==> src/rtl/vga_number_render_if.sv <==
// Value-offer handshake into vga_number_render: data qualified by valid,
// accepted on a rising edge while ready is high.
interface vga_number_render_if #(
    parameter int unsigned VAL_W = 16
);
    logic [VAL_W-1:0] val_data;
    logic             val_valid;
    logic             val_ready;

    modport master (
        output val_data,
        output val_valid,
        input  val_ready
    );

    modport slave (
        input  val_data,
        input  val_valid,
        output val_ready
    );
endinterface

==> src/rtl/vga_number_render.sv <==
// Binary value -> decimal digits (serial double-dabble) rendered as an 8x16
// glyph field overlay on a pixel stream, two-cycle pixel pipeline.
module vga_number_render #(
    parameter int unsigned VAL_W      = 16,
    parameter int unsigned NUM_DIGITS = 5,
    parameter int unsigned SCALE_LOG2 = 0,
    parameter int unsigned X0         = 0,
    parameter int unsigned Y0         = 0,
    parameter bit          LEAD_BLANK = 1'b1
) (
    input  logic                     clk,
    input  logic                     rst,
    vga_number_render_if.slave       val,
    output logic                     busy,
    output logic                     ovf,
    input  logic [10:0]              px_x,
    input  logic [9:0]               px_y,
    input  logic                     px_de,
    output logic                     pixel,
    output logic                     de_out
);

    localparam int unsigned BCD_D   = (VAL_W * 3) / 10 + 1;
    localparam int unsigned SCR_D   = (BCD_D > NUM_DIGITS) ? BCD_D : NUM_DIGITS;
    localparam int unsigned CNT_W   = $clog2(VAL_W);
    localparam int unsigned FIELD_W = (NUM_DIGITS * 8) << SCALE_LOG2;
    localparam int unsigned FIELD_H = 16 << SCALE_LOG2;
    localparam logic [NUM_DIGITS*4-1:0] NINES = {NUM_DIGITS{4'h9}};

    typedef enum logic [1:0] {IDLE, CONVERT, COMMIT} state_t;

    state_t                  state_q;
    logic                    ready_q, busy_q, ovf_q;
    logic [VAL_W-1:0]        shift_q;
    logic [SCR_D*4-1:0]      bcd_q, bcd_d, adj_c;
    logic                    carry_q, carry_d, hi_nz_c;
    logic [CNT_W-1:0]        cnt_q;
    logic [NUM_DIGITS*4-1:0] disp_q;

    // Add-3 on every digit >= 5, then shift in the next input bit.
    always_comb begin
        adj_c = bcd_q;
        for (int unsigned i = 0; i < SCR_D; i++) begin
            if (adj_c[4*i +: 4] >= 4'd5)
                adj_c[4*i +: 4] = adj_c[4*i +: 4] + 4'd3;
        end
        bcd_d   = {adj_c[SCR_D*4-2:0], shift_q[VAL_W-1]};
        carry_d = carry_q | adj_c[SCR_D*4-1];
        hi_nz_c = carry_q;
        for (int unsigned i = NUM_DIGITS; i < SCR_D; i++)
            hi_nz_c = hi_nz_c | (|bcd_q[4*i +: 4]);
    end

    always_ff @(posedge clk or posedge rst) begin
        if (rst) begin
            state_q <= IDLE;
            ready_q <= 1'b1;
            busy_q  <= 1'b0;
            ovf_q   <= 1'b0;
            shift_q <= '0;
            bcd_q   <= '0;
            carry_q <= 1'b0;
            cnt_q   <= '0;
            disp_q  <= '0;
        end else begin
            case (state_q)
                IDLE: begin
                    if (val.val_valid) begin
                        shift_q <= val.val_data;
                        bcd_q   <= '0;
                        carry_q <= 1'b0;
                        cnt_q   <= '0;
                        state_q <= CONVERT;
                        ready_q <= 1'b0;
                        busy_q  <= 1'b1;
                    end
                end
                CONVERT: begin
                    bcd_q   <= bcd_d;
                    carry_q <= carry_d;
                    shift_q <= {shift_q[VAL_W-2:0], 1'b0};
                    cnt_q   <= cnt_q + 1'b1;
                    if (cnt_q == CNT_W'(VAL_W - 1))
                        state_q <= COMMIT;
                end
                COMMIT: begin
                    if (hi_nz_c) begin
                        disp_q <= NINES;
                        ovf_q  <= 1'b1;
                    end else begin
                        disp_q <= bcd_q[NUM_DIGITS*4-1:0];
                        ovf_q  <= 1'b0;
                    end
                    state_q <= IDLE;
                    ready_q <= 1'b1;
                    busy_q  <= 1'b0;
                end
                default: begin
                    state_q <= IDLE;
                    ready_q <= 1'b1;
                    busy_q  <= 1'b0;
                end
            endcase
        end
    end

    assign val.val_ready = ready_q;
    assign busy          = busy_q;
    assign ovf           = ovf_q;

    function automatic logic [127:0] glyph(input logic [3:0] code);
        case (code)
            4'd0:    glyph = 128'h0000_3C66_6666_6666_6666_6666_663C_0000;
            4'd1:    glyph = 128'h0000_0000_0000_1818_1818_1818_1818_1818;
            4'd2:    glyph = 128'h0000_3C66_0606_0C18_3060_6060_607E_0000;
            4'd3:    glyph = 128'h0000_3C66_0606_061C_0606_0606_663C_0000;
            4'd4:    glyph = 128'h0000_0C1C_3C6C_CCCC_FE0C_0C0C_0C0C_0000;
            4'd5:    glyph = 128'h0000_7E60_6060_7C06_0606_0606_663C_0000;
            4'd6:    glyph = 128'h0000_3C66_6060_7C66_6666_6666_663C_0000;
            4'd7:    glyph = 128'h0000_7E06_060C_0C18_1818_1818_1818_0000;
            4'd8:    glyph = 128'h0000_3C66_6666_3C66_6666_6666_663C_0000;
            4'd9:    glyph = 128'h0000_3C66_6666_663E_0606_0606_663C_0000;
            default: glyph = '0;
        endcase
    endfunction

    logic [32:0] dx_c, dy_c;
    logic [31:0] didx_c;
    logic        in_c, seen_c;
    logic [3:0]  code_c, dig_c;

    // Bit 32 of dx/dy flags a pixel left of / above the field origin.
    always_comb begin
        dx_c   = {22'd0, px_x} - {1'b0, X0};
        dy_c   = {23'd0, px_y} - {1'b0, Y0};
        in_c   = !dx_c[32] && (dx_c[31:0] < FIELD_W) &&
                 !dy_c[32] && (dy_c[31:0] < FIELD_H);
        didx_c = dx_c[31:0] >> (3 + SCALE_LOG2);
        seen_c = 1'b0;
        code_c = 4'hF;
        dig_c  = '0;
        for (int unsigned p = 0; p < NUM_DIGITS; p++) begin
            dig_c = disp_q[4*(NUM_DIGITS-1-p) +: 4];
            if (dig_c != 4'd0)
                seen_c = 1'b1;
            if (didx_c == p)
                code_c = (LEAD_BLANK && !seen_c && (p != NUM_DIGITS - 1)) ? 4'hF : dig_c;
        end
    end

    logic       in1_q, de1_q, pixel_q, de2_q;
    logic [3:0] code1_q, row1_q;
    logic [2:0] col1_q;
    logic [127:0] glyph_c;

    // Row r occupies bits 127-8r downto 120-8r, column 0 at the MSB.
    assign glyph_c = glyph(code1_q);

    always_ff @(posedge clk or posedge rst) begin
        if (rst) begin
            in1_q   <= 1'b0;
            de1_q   <= 1'b0;
            code1_q <= 4'hF;
            row1_q  <= '0;
            col1_q  <= '0;
            pixel_q <= 1'b0;
            de2_q   <= 1'b0;
        end else begin
            in1_q   <= in_c;
            de1_q   <= px_de;
            code1_q <= code_c;
            row1_q  <= 4'(dy_c[31:0] >> SCALE_LOG2);
            col1_q  <= 3'(dx_c[31:0] >> SCALE_LOG2);
            pixel_q <= de1_q & in1_q & glyph_c[~{row1_q, col1_q}];
            de2_q   <= de1_q;
        end
    end

    assign pixel  = pixel_q;
    assign de_out = de2_q;

endmodule

==> src/flat_wrapper.sv <==
// flat-port wrapper written by rule: the top's interface ports become plain ports
module vga_number_render_flat 
#(
    parameter int unsigned VAL_W      = 16,
    parameter int unsigned NUM_DIGITS = 5,
    parameter int unsigned SCALE_LOG2 = 0,
    parameter int unsigned X0         = 0,
    parameter int unsigned Y0         = 0,
    parameter bit          LEAD_BLANK = 1'b1
)
  (clk, rst, busy, ovf, px_x, px_y, px_de, pixel, de_out, val_val_data, val_val_valid, val_val_ready);
  vga_number_render_if #(.VAL_W(VAL_W)) val_i ();
  input  logic clk;
  input  logic rst;
  output logic busy;
  output logic ovf;
  input  logic [10:0] px_x;
  input  logic [9:0] px_y;
  input  logic px_de;
  output logic pixel;
  output logic de_out;
  input wire logic [$bits(val_i.val_data)-1:0] val_val_data;
  input wire logic [$bits(val_i.val_valid)-1:0] val_val_valid;
  output wire logic [$bits(val_i.val_ready)-1:0] val_val_ready;
  assign val_i.val_data = val_val_data;
  assign val_i.val_valid = val_val_valid;
  assign val_val_ready = val_i.val_ready;
  vga_number_render #(.VAL_W(VAL_W), .NUM_DIGITS(NUM_DIGITS), .SCALE_LOG2(SCALE_LOG2), .X0(X0), .Y0(Y0), .LEAD_BLANK(LEAD_BLANK)) u_core (.clk(clk), .rst(rst), .val(val_i), .busy(busy), .ovf(ovf), .px_x(px_x), .px_y(px_y), .px_de(px_de), .pixel(pixel), .de_out(de_out));
endmodule
==> config.mk <==
export PLATFORM = sky130hd
export DESIGN_NAME = vga_number_render_flat
export DESIGN_NICKNAME = d
export VERILOG_FILES = /design/src/rtl/vga_number_render_if.sv /design/src/rtl/vga_number_render.sv /design/src/flat_wrapper.sv
export SDC_FILE = /design/constraint.sdc
export NUM_CORES = 1
export LEC_CHECK = 0
export BUFFER_PORTS_ARGS = -buffer_cell sky130_fd_sc_hd__buf_2
export CORE_ASPECT_RATIO = 1.4
export CORE_UTILIZATION = 60
export DETAILED_ROUTE_END_ITERATION = 8
export GPL_TIMING_DRIVEN = 0
export PLACE_DENSITY_LB_ADDON = 0.25
export SYNTH_ARGS = -nofsm -noshare
export SYNTH_HDL_FRONTEND = slang
export SYNTH_SLANG_ARGS = --single-unit
==> constraint.sdc <==
create_clock -name clk -period 3.32 [get_ports clk]
set_input_delay 0.166 -clock clk [delete_from_list [all_inputs] [get_ports clk]]
set_output_delay 0.166 -clock clk [all_outputs]
set_load 0.02 [all_outputs]
======== Yosys cells after proc, flatten, opt, wreduce, memory -nomap -nowiden ========
Memories as Yosys holds them, arrays and structs flattened.
Cells that the tools add are included.
cells by class
  equality and inequality tests ........... 9
  multiplexer cells ....................... 36
  reductions and logical operators ........ 11
  magnitude comparators ................... 8
  bitwise operators ....................... 5
  add/sub/neg operators ................... 6
operators with widths
  cell                                                                    number
  4-bit two-way mux                                                       15
  20-bit two-way mux                                                      2
  20-bit case mux with 2 select lines                                     1
  32-bit zero test                                                        1
  16-bit case mux with 2 select lines                                     1
  4-bit by 2-bit adder with 4-bit output (second input constant)          5
  4-bit by 3-bit >= comparator with 1-bit output (second input constant)  5
  8-bit by 2-bit equality test with 1-bit output (second input constant)  2
  16-bit two-way mux                                                      1
  4-bit nonzero test                                                      4
  11-bit by 6-bit < comparator with 1-bit output (second input constant)  1
  10-bit by 5-bit < comparator with 1-bit output (second input constant)  1
  8-bit by 1-bit equality test with 1-bit output (second input constant)  1
  8-bit by 3-bit equality test with 1-bit output (second input constant)  1
  7-bit by 8-bit < comparator with 1-bit output (second input constant)   1
  1-bit two-way mux                                                       8
  4-bit case mux with 2 select lines                                      1
  1-bit binary-select mux with 7-bit select                               1
  7-bit inverter                                                          1
  1-bit case mux with 2 select lines                                      3
  2-bit AND reduction                                                     3
  4-bit by 1-bit adder with 4-bit output (second input constant)          1
  4-bit equality test (second input constant)                             1
  2-bit two-way mux                                                       2
  other kinds (11)                                                        12
word-level totals
  output and inout bits ................... 5
  input port bits ......................... 41
  logic and storage cells ................. 92
  flip-flop bits (word level) ............. 81
  ROM bits ................................ 1248
  memories ................................ 1
memory list
  memory           depth  bits a word  read ports  clocked after memory_dff  wr ports  RTL line                  source
  (no name shown)  16     78           1           0                         0         vga_number_render.sv:112  case (code)

======== Depth between registers and ports, before layout ========
Gate-level depths: netlist of the first run.
  word-level depth ........................ 8
  gate-level depth with buffers ........... 10
  depth with buffers taken out ............ 9

======== Worst setup path after synthesis of the first run ========
No wires, ideal clock.
  path kind ............................... register to register
  start ................................... register u_core.code1_q[1]
  end ..................................... register u_core.pixel_q (netlist: u_core.pixel)
  setup slack ............................. 0.929 ns
  buffers on the path ..................... 1
  required time ........................... 3.194 ns
  stages on the path, launching flop included .. 11
  data arrival time ....................... 2.265 ns
  setup time .............................. 0.126 ns
  period minus slack after synthesis ...... 2.391 ns
  path through ............................ dfstp_2 > inv_1 > ha_1 > buf_2 > xor2_1 > nor2_1 > a211oi_1 > a311oi_1 > o21ai_0 > o311a_1 > o32a_1
between the ends
  longest elaborated chain between the ends .. 4
ends and longest elaborated chain
  what                                       RTL line                  source
  from (decl)                                vga_number_render.sv:152  logic [3:0] code1_q, row1_q;
  from (signal assigned)                     vga_number_render.sv:171  code1_q <= code_c;
  memory 16 x 78 bit                         -
  1-bit binary-select mux with 7-bit select  vga_number_render.sv:174  pixel_q <= de1_q & in1_q & glyph_c[~{row1_q, col1_q}];
  1-bit two-way mux (implied by the code)    vga_number_render.sv:174
  1-bit AND                                  vga_number_render.sv:174
  to (signal assigned)                       vga_number_render.sv:174
  to (decl)                                  vga_number_render.sv:151  logic in1_q, de1_q, pixel_q, de2_q;
No other way between the ends. The select of a mux whose other input is x is not followed.
A chain may end at the register's enable or synchronous reset.

======== Final worst setup path of the first run ========
  start ................................... register u_core.code1_q[0]
  end ..................................... register u_core.pixel_q (netlist: u_core.pixel)
The elaborated chain is that of the path after synthesis.

==> flow_summary.json, run 1 <==
{
  "clk_pin_slew_worst_paths_ns": 0.08,
  "post_cts_buffers": 0,
  "numPortBuffers": 45,
  "actual_transition_at_the_worst_max_transition_pin_ns": 0.892,
  "synth_seq_cells": 81,
  "share_comb_of_total_power_pct": 39.1,
  "number_of_antenna_violations_at_the_first_check_in_global_routing": 0,
  "ports": 46,
  "cp_data_required_time_ns": 3.63,
  "clock-skew-final_ns": 0.0122,
  "p_sw_mw": 1.57,
  "place.detailed.hpwl_mm": 10.5,
  "async_flop_share_pct": 100,
  "chip_height_microns": 109,
  "switching_share_pct": 40.5,
  "drtPass1Iterations": 5,
  "adder_cell_share_of_the_synthesized_area_pct": 4.57,
  "maxClockFrequency_mhz": 324,
  "ys_types": 65,
  "synth_area_sq_um": 4930,
  "layout.nets": 696,
  "number_of_enable_type_register_cells_in_the_synthesized_netlist": 0,
  "static-leakage-power_nw": 2.43,
  "cts_htree_levels": 3,
  "synth_top_family_by_area": "compound AO/OA/AOI/OAI gates",
  "timing.max_cap.violations": 0,
  "period_minus_slack_ns": 3.09,
  "design.core.area_sq_um": 7850,
  "placementRows": 38,
  "route.vias.total": 4819,
  "grt.total_usage_pct": 38.2,
  "critical_path_class": "register to register",
  "yosysMostFrequentCell": "sky130_fd_sc_hd__dfrtp_1",
  "synth.largest_area_cell": "sky130_fd_sc_hd__dfrtp_1",
  "synthesized_netlist_net_count": 629,
  "synth_compound_area_share_pct": 27.9,
  "first_iter_violations": 355,
  "synth.area.top_cells": "sky130_fd_sc_hd__dfrtp_1 (39%), sky130_fd_sc_hd__o21ai_0 (6.7%), sky130_fd_sc_hd__a21oi_1 (4.8%)",
  "fp.dieW_microns": 78.6,
  "cts-root-to-sink-buffers": 2,
  "place.gp.congestion": 0.938,
  "clk_root_buffer_cell": "sky130_fd_sc_hd__clkbuf_8",
  "clock-sinks": 81,
  "number_of_global_route_vias_before_repair": 4801,
  "peak_supply_drop_v": 0.000676,
  "grt_pass1_wl_mm": 24.4,
  "drtAntennaViolNets": 0,
  "via_per_inst": 6.49,
  "worst_ep_arrival_time_ns": 3.40,
  "hold_ws_ns": 0.0349,
  "grt_overflow": 0,
  "min-delay-path-class": "primary input to register",
  "synthDominantCellAreaShare_pct": 38.6,
  "floorplan.initialDensity_pct": 62.8,
  "critPathMaxFanout": 10,
  "critPathCaptureType": "register",
  "power_per_cell_area_nw_per_um2": 691,
  "cts_tree": "done",
  "grt_setup_unrepaired": "false",
  "clock_insertion_delay_worst_skew_ns": 0.37,
  "synth.mux.area_fraction_pct": 0.813,
  "cp-start-kind": "register",
  "sequentialPowerShare_pct": 40.1,
  "post_dp_cell_area_sq_um": 5310,
  "final-max-slew-violation-count": 0,
  "final-setup-viol-count": 0,
  "yosys.area_share.xor_xnor_pct": 1.60,
  "post_synth_simple_gate_area_pct": 18.6,
  "synthToLayoutAreaGrowth_pct": 14.2,
  "cts_buf_count": 9,
  "maximum_number_of_pins_on_one_net_before_global_route_repair": 79,
  "synth_warnings": 0,
  "p_clk_share_pct": 20.8,
  "die-area_sq_um": 8580,
  "count_of_placed_standard_cells_including_taps": 716,
  "synth_top_flop_cell": "sky130_fd_sc_hd__dfrtp_1",
  "slew_headroom_pct": 40.1,
  "wl_per_cell_microns": 20.3,
  "layoutNonFillerInstCount": 742,
  "layout_worst_path_cycle_share_pct": 93.0,
  "sum_of_negative_setup_slack_ns": 0,
  "average_cell_area_after_synthesis_sq_um": 8.64,
  "finalWorstSetupSlack_ns": 0.232,
  "detailed_route_wl_mm": 15.1,
  "synth-seq-area-share_pct": 41.3,
  "diodes": 0,
  "run_status": "finished, final reports clean",
  "drc_errors": 0,
  "finish.instance_area_sq_um": 5630,
  "dp_worst_setup_slack_ns": 0.332,
  "report.final.hold_viol_count": 0,
  "drive_above_1_share_pct": 13.6,
  "netlist_instances": 570,
  "ranking_of_synthesized_cells_by_instance_count": "sky130_fd_sc_hd__dfrtp_1 (76), sky130_fd_sc_hd__o21ai_0 (66), sky130_fd_sc_hd__nand2_1 (55)",
  "internal-power_mw": 2.31
}
flip-flops by register name (all words and copies together) (netlist names), 2 cells and up:
signal,flops
u_core.state_q,2
u_core.code1_q,4
u_core.row1_q,4
u_core.cnt_q,4
u_core.bcd_q,20
u_core.col1_q,3
u_core.shift_q,16
u_core.disp_q,20
area by class of cell:
cell class,instances,area (sq um)
multi-input combinational,432,2640
fill,578,2220
sequential,81,2030
timing repair buffer,56,353
buffer,35,173
clock buffer,11,141
tap,100,125
inverter,22,85.1
clock inverter,5,78.8
cell families after synthesis:
kind of cell    count (synthesis)
mux                             4
flops                          81
compound gates                216
xor+xnor                        9
simple gates                  185
fa+ha+maj                      18
buf+inv                        57
worst max-delay path, stage by stage (launching register included):
cell and delay (ns):
sky130_fd_sc_hd__dfstp_2 0.68, sky130_fd_sc_hd__inv_1 0.19, sky130_fd_sc_hd__ha_1 0.35, sky130_fd_sc_hd__buf_2 0.20
sky130_fd_sc_hd__mux2i_1 0.23, sky130_fd_sc_hd__o211ai_1 0.12, sky130_fd_sc_hd__o21ai_0 0.14, sky130_fd_sc_hd__o21bai_1 0.17
sky130_fd_sc_hd__a2111oi_0 0.58, sky130_fd_sc_hd__o311a_1 0.23, sky130_fd_sc_hd__o32a_1 0.14
layout by cell type (no fill, tap or decap), types with 6 or more instances in the layout:
cell type / instances
sky130_fd_sc_hd__o31ai_1: 11
sky130_fd_sc_hd__a311oi_1: 7
sky130_fd_sc_hd__clkbuf_1: 25
sky130_fd_sc_hd__nor4_1: 9
sky130_fd_sc_hd__nand2_1: 55
sky130_fd_sc_hd__dlygate4sd3_1: 10
sky130_fd_sc_hd__nor3_1: 6
sky130_fd_sc_hd__a21oi_1: 47
sky130_fd_sc_hd__nand2b_1: 14
sky130_fd_sc_hd__inv_1: 19
sky130_fd_sc_hd__nor2b_1: 26
sky130_fd_sc_hd__o22ai_1: 9
sky130_fd_sc_hd__o21ai_0: 66
sky130_fd_sc_hd__a21o_1: 7
sky130_fd_sc_hd__buf_2: 51
sky130_fd_sc_hd__a22oi_1: 17
sky130_fd_sc_hd__a211oi_1: 7
sky130_fd_sc_hd__ha_1: 18
sky130_fd_sc_hd__clkbuf_8: 10
sky130_fd_sc_hd__nor2_1: 49
sky130_fd_sc_hd__dfrtp_1: 76
final timing paths:
check,slack [ns],start,endpoint,cells after the start
worst max register to register,0.23,u_core.code1_q[0],u_core.pixel,10
max in group asynchronous,2.51,rst,u_core.code1_q[0],4
worst min-delay path,0.03,px_y[8],u_core.in1_q,4
worst max-delay path,0.23,u_core.code1_q[0],u_core.pixel,10
worst min register to register,0.44,u_core.de1_q,u_core.de_out,0
min in group asynchronous,0.20,rst,u_core.col1_q[0],3
routing by layer:
metal | up-vias | track usage (%) | share of wire, %
met5 | - | 0 | 0
met4 | 0 | 23.9 | 5.3
met3 | 64 | 6.61 | 5.8
met2 | 240 | 68.6 | 53
met1 | 2307 | 41.3 | 36
li1 | 2208 | - | -
per-stage QoR:
stage | util, % | power [mW]
finish | 71.7 | 3.89
global route | 71.7 | 4.10
CTS | 71.7 | 3.85
detailed placement | 67.7 | 2.99
global placement | 67.3 | 2.87
floorplan | - | 2.57
power groups by stage:
stage / Combinational (mW) / Sequential, mW / Clock [mW]
global route: 1.66 / 1.59 / 0.847
floorplan: 1.07 / 1.50 / 0
CTS: 1.49 / 1.55 / 0.811
finish: 1.52 / 1.56 / 0.808
global placement: 1.34 / 1.53 / 0
detailed placement: 1.44 / 1.55 / 0
timing repair:
item | in CTS | in global routing
hold buffers | 10 | 0
endpoints found under the hold margin | 85 | 0
resized for setup | 0 | 0
setup endpoints to repair | 0 | 0
Note: power is estimated with default switching activity, not from simulation.
==> inputs of run 2 (changes only) <==
Settings changed: CORE_UTILIZATION 60 to 65.
Clock period 3.32 ns to 3.9 ns, I/O delays scaled along.
==> run 2 against run 1 <==
Compared with the run above:
- the run now ends with capacitance limit left
- worst setup slack improved by 0.080 ns
- clock power down 13%
- sequential share of layout area barely moved
- via count up 3.0%
- power decreased by 14%
- final area hardly changed
- maximum frequency shrank 14%
- critical path depth shrank 1
- register-to-register slack improved by 0.08 ns
- largest power group unchanged
- worst hold slack better by 0.015 ns
- critical endpoint unchanged
- global-route usage increased by 4.9 points
==> flow_summary.json, run 2 (same netlist as run 1, synthesis figures left out) <==
{
  "power_per_cell_area_nw_per_um2": 591,
  "timing.critical_path.to": "u_core.pixel",
  "post_dp_cell_area_sq_um": 5300,
  "wl_per_cell_microns": 20.9,
  "route.vias.total": 4963,
  "peak_supply_drop_v": 0.000556,
  "clk_pin_slew_worst_paths_ns": 0.08,
  "grt_pass1_wl_mm": 24.9,
  "number_of_global_route_vias_before_repair": 4994,
  "numPortBuffers": 45,
  "cp_data_required_time_ns": 4.20,
  "cts-root-to-sink-buffers": 2,
  "fp.dieW_microns": 75.6,
  "crit_family": "compound AO/OA/AOI/OAI gates",
  "ports": 46,
  "drtAntennaViolNets": 0,
  "cp.depth": 9,
  "critPathMaxFanout": 9,
  "die-area_sq_um": 7940,
  "final-setup-viol-count": 0,
  "grtUsageMet3_pct": 16.9,
  "clock-sinks": 81,
  "maxClockFrequency_mhz": 279,
  "layout_commonest_cell": "sky130_fd_sc_hd__dfrtp_1",
  "clock-skew-final_ns": 0.00705,
  "timing.max_cap.violations": 1,
  "clock_insertion_delay_worst_skew_ns": 0.37,
  "cts_htree_levels": 3,
  "number_of_antenna_violations_at_the_first_check_in_global_routing": 0,
  "synthToLayoutAreaGrowth_pct": 14.1,
  "static-leakage-power_nw": 2.43,
  "diodes": 0,
  "cts.repair.resized": 0,
  "hold_ws_ns": 0.0498,
  "drtPass1Iterations": 5,
  "drive_above_1_share_pct": 13.7,
  "run_status": "finished, violations left",
  "final-max-slew-violation-count": 0,
  "slew_headroom_pct": 2.78,
  "cts_tree": "done",
  "finish.instance_area_sq_um": 5620,
  "drc_errors": 0,
  "grt.total_usage_pct": 43.1,
  "timing.reg2reg.worst_path_depth": 9,
  "first_iter_violations": 392,
  "place.gp.congestion": 0.959,
  "grtUsageMet1_pct": 44.6,
  "critical_path_class": "register to register",
  "grt_overflow": 0,
  "cp-start-kind": "register",
  "layout_worst_path_cycle_share_pct": 92.0,
  "maximum_number_of_pins_on_one_net_before_global_route_repair": 69,
  "cts_buf_count": 9,
  "filler_cell_count": 493,
  "globalRoute.busiestLayer": "met2",
  "count_of_placed_standard_cells_including_taps": 713,
  "reg2reg_to": "u_core.pixel",
  "min-delay-path-class": "primary input to register",
  "critPathCaptureType": "register",
  "layout.nets": 695,
  "crit_chain": "inv_1 -> ha_1 -> or2_1 -> a21oi_1 -> nor4_1 -> a2111oi_0 -> o311ai_1 -> nor3_1 -> o32a_1",
  "clk_root_buffer_cell": "sky130_fd_sc_hd__clkbuf_8",
  "report.final.hold_viol_count": 0,
  "timing.critical_path.buf_inv": 1,
  "period_minus_slack_ns": 3.59,
  "commonest_non_fill_non_tap_cells_in_the_layout": "sky130_fd_sc_hd__dfrtp_1 (76), sky130_fd_sc_hd__o21ai_0 (66), sky130_fd_sc_hd__nand2_1 (55)",
  "reg2reg_setup_slack_ns": 0.31,
  "worst_ep_arrival_time_ns": 3.89,
  "critical_path.max_stage_delay_ns": 1.17,
  "met2_usage_pct": 68.6,
  "critPathLaunch": "u_core.code1_q[0]",
  "floorplan.initialDensity_pct": 66.9,
  "detailed_route_wl_mm": 15.4,
  "grt_setup_unrepaired": "false",
  "critical_path.slowest_cell": "sky130_fd_sc_hd__a2111oi_0",
  "chip_height_microns": 105,
  "place.detailed.hpwl_mm": 10.6,
  "holdBufCountCts": 9,
  "via_per_inst": 6.72,
  "reg_top3": "u_core.bcd_q (20), u_core.disp_q (20), u_core.shift_q (16)",
  "failing_checks": "capacitance limit",
  "actual_transition_at_the_worst_max_transition_pin_ns": 1.42,
  "design.core.area_sq_um": 7360,
  "post_cts_buffers": 0,
  "worst_r2r_startpoint": "u_core.code1_q[0]",
  "placementRows": 37,
  "finalPower_mw": 3.33,
  "layoutNonFillerInstCount": 738,
  "sum_of_negative_setup_slack_ns": 0
}
-- run 2: area by class of cell --
| class | count | area [sq um] | share of cell area [%] |
|---|---|---|---|
| Buffer | 35 | 173 | 3.07 |
| Clock inverter | 5 | 77.6 | 1.38 |
| Sequential cell | 81 | 2030 | 36.2 |
| Timing Repair Buffer | 55 | 343 | 6.10 |
| Tap cell | 97 | 121 | 2.16 |
| Inverter | 22 | 85.1 | 1.51 |
| Clock buffer | 11 | 151 | 2.69 |
| Multi-Input combinational cell | 432 | 2640 | 46.9 |
-- run 2: worst min-delay path by stage --
stage / start / end / slack, ns / cells after the start
floorplan: px_x[0] / u_core.col1_q[0] / 0.23 / 0
global placement: px_de / u_core.de1_q / 0.30 / 1
detailed placement: rst / u_core.disp_q[7] / 0.14 / 2
CTS: px_x[6] / u_core.in1_q / 0.04 / 2
global route: px_x[6] / u_core.in1_q / 0.06 / 2
finish: px_x[6] / u_core.in1_q / 0.05 / 2
-- run 2: routing by layer --
layer  part of all wire, %  wire length, microns  up-vias
met5                     0                     0        -
met1                    34                  5260     2378
met3                   7.7                  1190       89
met4                   7.0                  1080        0
li1                      -                     -     2211
met2                    51                  7890      285
-- run 2: metrics by stage --
step | setup slack [ns] | utilization (%)
finish | 0.312 | 76.4
global route | 0.209 | 76.4
CTS | 0.906 | 76.4
detailed placement | 0.931 | 72.1
global placement | 0.837 | 71.6
floorplan | 1.51 | -
-- run 2: power by group --
group / switching, mW / total [mW] / internal (mW)
sequential: 0.238 / 1.33 / 1.09
combinational: 0.797 / 1.29 / 0.496
clock: 0.307 / 0.700 / 0.393
-- run 2: worst register-to-register path, stage by stage, from the launching register on --
cell and delay (ns):
sky130_fd_sc_hd__dfstp_2 0.69, sky130_fd_sc_hd__inv_1 0.17, sky130_fd_sc_hd__ha_1 0.28, sky130_fd_sc_hd__or2_1 0.22, sky130_fd_sc_hd__a21oi_1 0.25, sky130_fd_sc_hd__nor4_1 0.12, sky130_fd_sc_hd__a2111oi_0 1.17, sky130_fd_sc_hd__o311ai_1 0.19
sky130_fd_sc_hd__nor3_1 0.26, sky130_fd_sc_hd__o32a_1 0.17
==> inputs of run 3 (changes only) <==
--- a/config.mk
+++ b/config.mk
@@ -8,4 +8,5 @@
 export BUFFER_PORTS_ARGS = -buffer_cell sky130_fd_sc_hd__buf_2
 export CORE_ASPECT_RATIO = 1.4
+export CORE_MARGIN = 1.5
 export CORE_UTILIZATION = 65
 export DETAILED_ROUTE_END_ITERATION = 8
==> constraint.sdc (replaced) <==
create_clock -name clk -period 3.9 [get_ports clk]
set_input_delay 0.195 -clock clk [delete_from_list [all_inputs] [get_ports clk]]
set_output_delay 0.195 -clock clk [all_outputs]
set_load 0.1 [all_outputs]
==> run 3 against run 2 <==
Compared with the run above:
- the flow now finishes without violations
- combinational power up 11%
- wire length up 3.7%
- sequential power about the same
- clock power down 4.1%
- utilization down 0.26 points
- first-iteration DRC count up 39%
- final area down 0.33%
- register-to-register slack better by 0.53 ns
- critical path type unchanged
- critical endpoint unchanged
- largest cell class unchanged
==> flow_summary.json, run 3 (same netlist as run 1, synthesis figures left out) <==
{
  "grt.total_usage_pct": 40.9,
  "power_per_cell_area_nw_per_um2": 614,
  "actual_transition_at_the_worst_max_transition_pin_ns": 0.895,
  "number_of_instances_on_the_worst_hold_path": 2,
  "critPathCaptureType": "register",
  "grt_overflow": 0,
  "hold_ws_ns": 0.0467,
  "finish.instance_area_sq_um": 5600,
  "register_area_sq_um": 2030,
  "crit_family": "compound AO/OA/AOI/OAI gates",
  "worst_r2r_startpoint": "u_core.code1_q[0]",
  "detailed_route_wl_mm": 16.0,
  "hold_path_startpoint": "px_x[6]",
  "synthToLayoutAreaGrowth_pct": 13.7,
  "static-leakage-power_nw": 2.42,
  "cts_htree_levels": 3,
  "timing.reg2reg.worst_path_depth": 9,
  "wl_per_cell_microns": 21.7,
  "drtPass1Iterations": 5,
  "design.core.area_sq_um": 7360,
  "timing.critical_path.buf_inv": 2,
  "first_iter_violations": 546,
  "clk_root_buffer_cell": "sky130_fd_sc_hd__clkbuf_8",
  "final-setup-viol-count": 0,
  "fp.dieW_microns": 76.6,
  "critical_path_class": "register to register",
  "layoutNonFillerInstCount": 738,
  "diodes": 0,
  "route.vias.total": 5026,
  "critical_path.slowest_cell": "sky130_fd_sc_hd__dfstp_2",
  "numPortBuffers": 45,
  "crit_chain": "inv_1 -> ha_1 -> buf_2 -> a22oi_1 -> or2_2 -> a31oi_1 -> a311oi_1 -> nor4_1 -> o32a_1",
  "report.final.hold_viol_count": 0,
  "combined_area_of_the_multi_input_logic_cells_sq_um": 2640,
  "cts_buf_count": 9,
  "post_cts_buffers": 0,
  "dp_worst_setup_slack_ns": 0.984,
  "drc_errors": 0,
  "slew_headroom_pct": 39.9,
  "clock-sinks": 81,
  "floorplan.initialDensity_pct": 66.9,
  "placementRows": 37,
  "finalWorstSetupSlack_ns": 0.845,
  "layout_worst_path_cycle_share_pct": 78.3,
  "reg2reg_to": "u_core.pixel",
  "count_of_placed_standard_cells_including_taps": 713,
  "drtAntennaViolNets": 0,
  "cp-start-kind": "register",
  "cp_data_required_time_ns": 4.15,
  "sum_of_negative_setup_slack_ns": 0,
  "run_status": "finished, final reports clean",
  "number_of_antenna_violations_at_the_first_check_in_global_routing": 0,
  "peak_supply_drop_v": 0.000679,
  "die-area_sq_um": 8120,
  "filler_cell_count": 469,
  "number_of_global_route_vias_before_repair": 5066,
  "post_dp_cell_area_sq_um": 5300,
  "grt_pass1_wl_mm": 25.5,
  "critPathMaxFanout": 10,
  "layout.nets": 695,
  "commonest_non_fill_non_tap_cells_in_the_layout": "sky130_fd_sc_hd__dfrtp_1 (76), sky130_fd_sc_hd__o21ai_0 (66), sky130_fd_sc_hd__nand2_1 (55)",
  "drive_above_1_share_pct": 13.6,
  "place.detailed.hpwl_mm": 10.7,
  "place.gp.congestion": 1.01,
  "critical_path.max_stage_delay_ns": 0.66,
  "period_minus_slack_ns": 3.06,
  "ports": 46,
  "cts-root-to-sink-buffers": 2,
  "min-delay-path-class": "primary input to register",
  "via_per_inst": 6.81,
  "layout_commonest_cell": "sky130_fd_sc_hd__dfrtp_1",
  "maxClockFrequency_mhz": 327,
  "clock_insertion_delay_worst_skew_ns": 0.36,
  "reg_top3": "u_core.bcd_q (20), u_core.disp_q (20), u_core.shift_q (16)",
  "clock-skew-final_ns": 0.00656,
  "worst_ep_arrival_time_ns": 3.31,
  "timing.max_cap.violations": 0,
  "chip_height_microns": 106,
  "grt_setup_unrepaired": "false",
  "final-max-slew-violation-count": 0,
  "reg2reg_setup_slack_ns": 0.84,
  "hold-path-endpoint": "u_core.in1_q",
  "cts_tree": "done",
  "maximum_number_of_pins_on_one_net_before_global_route_repair": 58,
  "clk_pin_slew_worst_paths_ns": 0.08
}
run 3: area by class of cell:
| class | count | share of cell area (%) |
|---|---|---|
| Sequential cell | 81 | 36.3 |
| Clock inverter | 6 | 1.47 |
| Tap cell | 97 | 2.17 |
| Buffer | 35 | 3.08 |
| Inverter | 22 | 1.52 |
| Timing Repair Buffer | 55 | 6.12 |
| Multi-Input combinational cell | 432 | 47.1 |
| Clock buffer | 10 | 2.28 |
run 3: report_power, final:
group	switching, mW	leakage (nW)	internal (mW)
combinational	0.932	1.28	0.498
clock	0.313	0.106	0.357
sequential	0.248	1.03	1.09
run 3: worst max-delay path by stage:
| stage | start | end | slack [ns] | cells past startpoint |
|---|---|---|---|---|
| final | u_core.code1_q[0] | u_core.pixel | 0.84 | 9 |
| after global routing | u_core.code1_q[1] | u_core.pixel | 0.72 | 10 |
| after CTS | u_core.code1_q[1] | u_core.pixel | 0.97 | 10 |
| after detailed placement | u_core.code1_q[1] | u_core.pixel | 0.98 | 10 |
| after global placement | rst | u_core.de_out | 0.89 | 2 |
| after floorplan | u_core.code1_q[1] | u_core.pixel | 1.51 | 10 |
run 3: routing by layer:
| metal | vias to the layer above | part of all wire [%] | track usage [%] |
|---|---|---|---|
| met2 | 370 | 52 | 74.8 |
| met5 | - | 0 | 0 |
| li1 | 2213 | - | - |
| met4 | 0 | 6.4 | 26.7 |
| met1 | 2354 | 34 | 43.5 |
| met3 | 89 | 6.9 | 5.92 |
run 3: through the flow:
stage | total power [mW] | util, %
final | 3.44 | 76.1
after global placement | 2.52 | 71.6
after global routing | 3.61 | 76.1
after detailed placement | 2.65 | 72.1
after floorplan | 2.27 | -
after CTS | 3.38 | 76.1
run 3: repair_timing:
action / in CTS / in global routing
resized for setup: 0 / 0
endpoints found under the hold margin: 28 / 0
hold buffers: 9 / 0
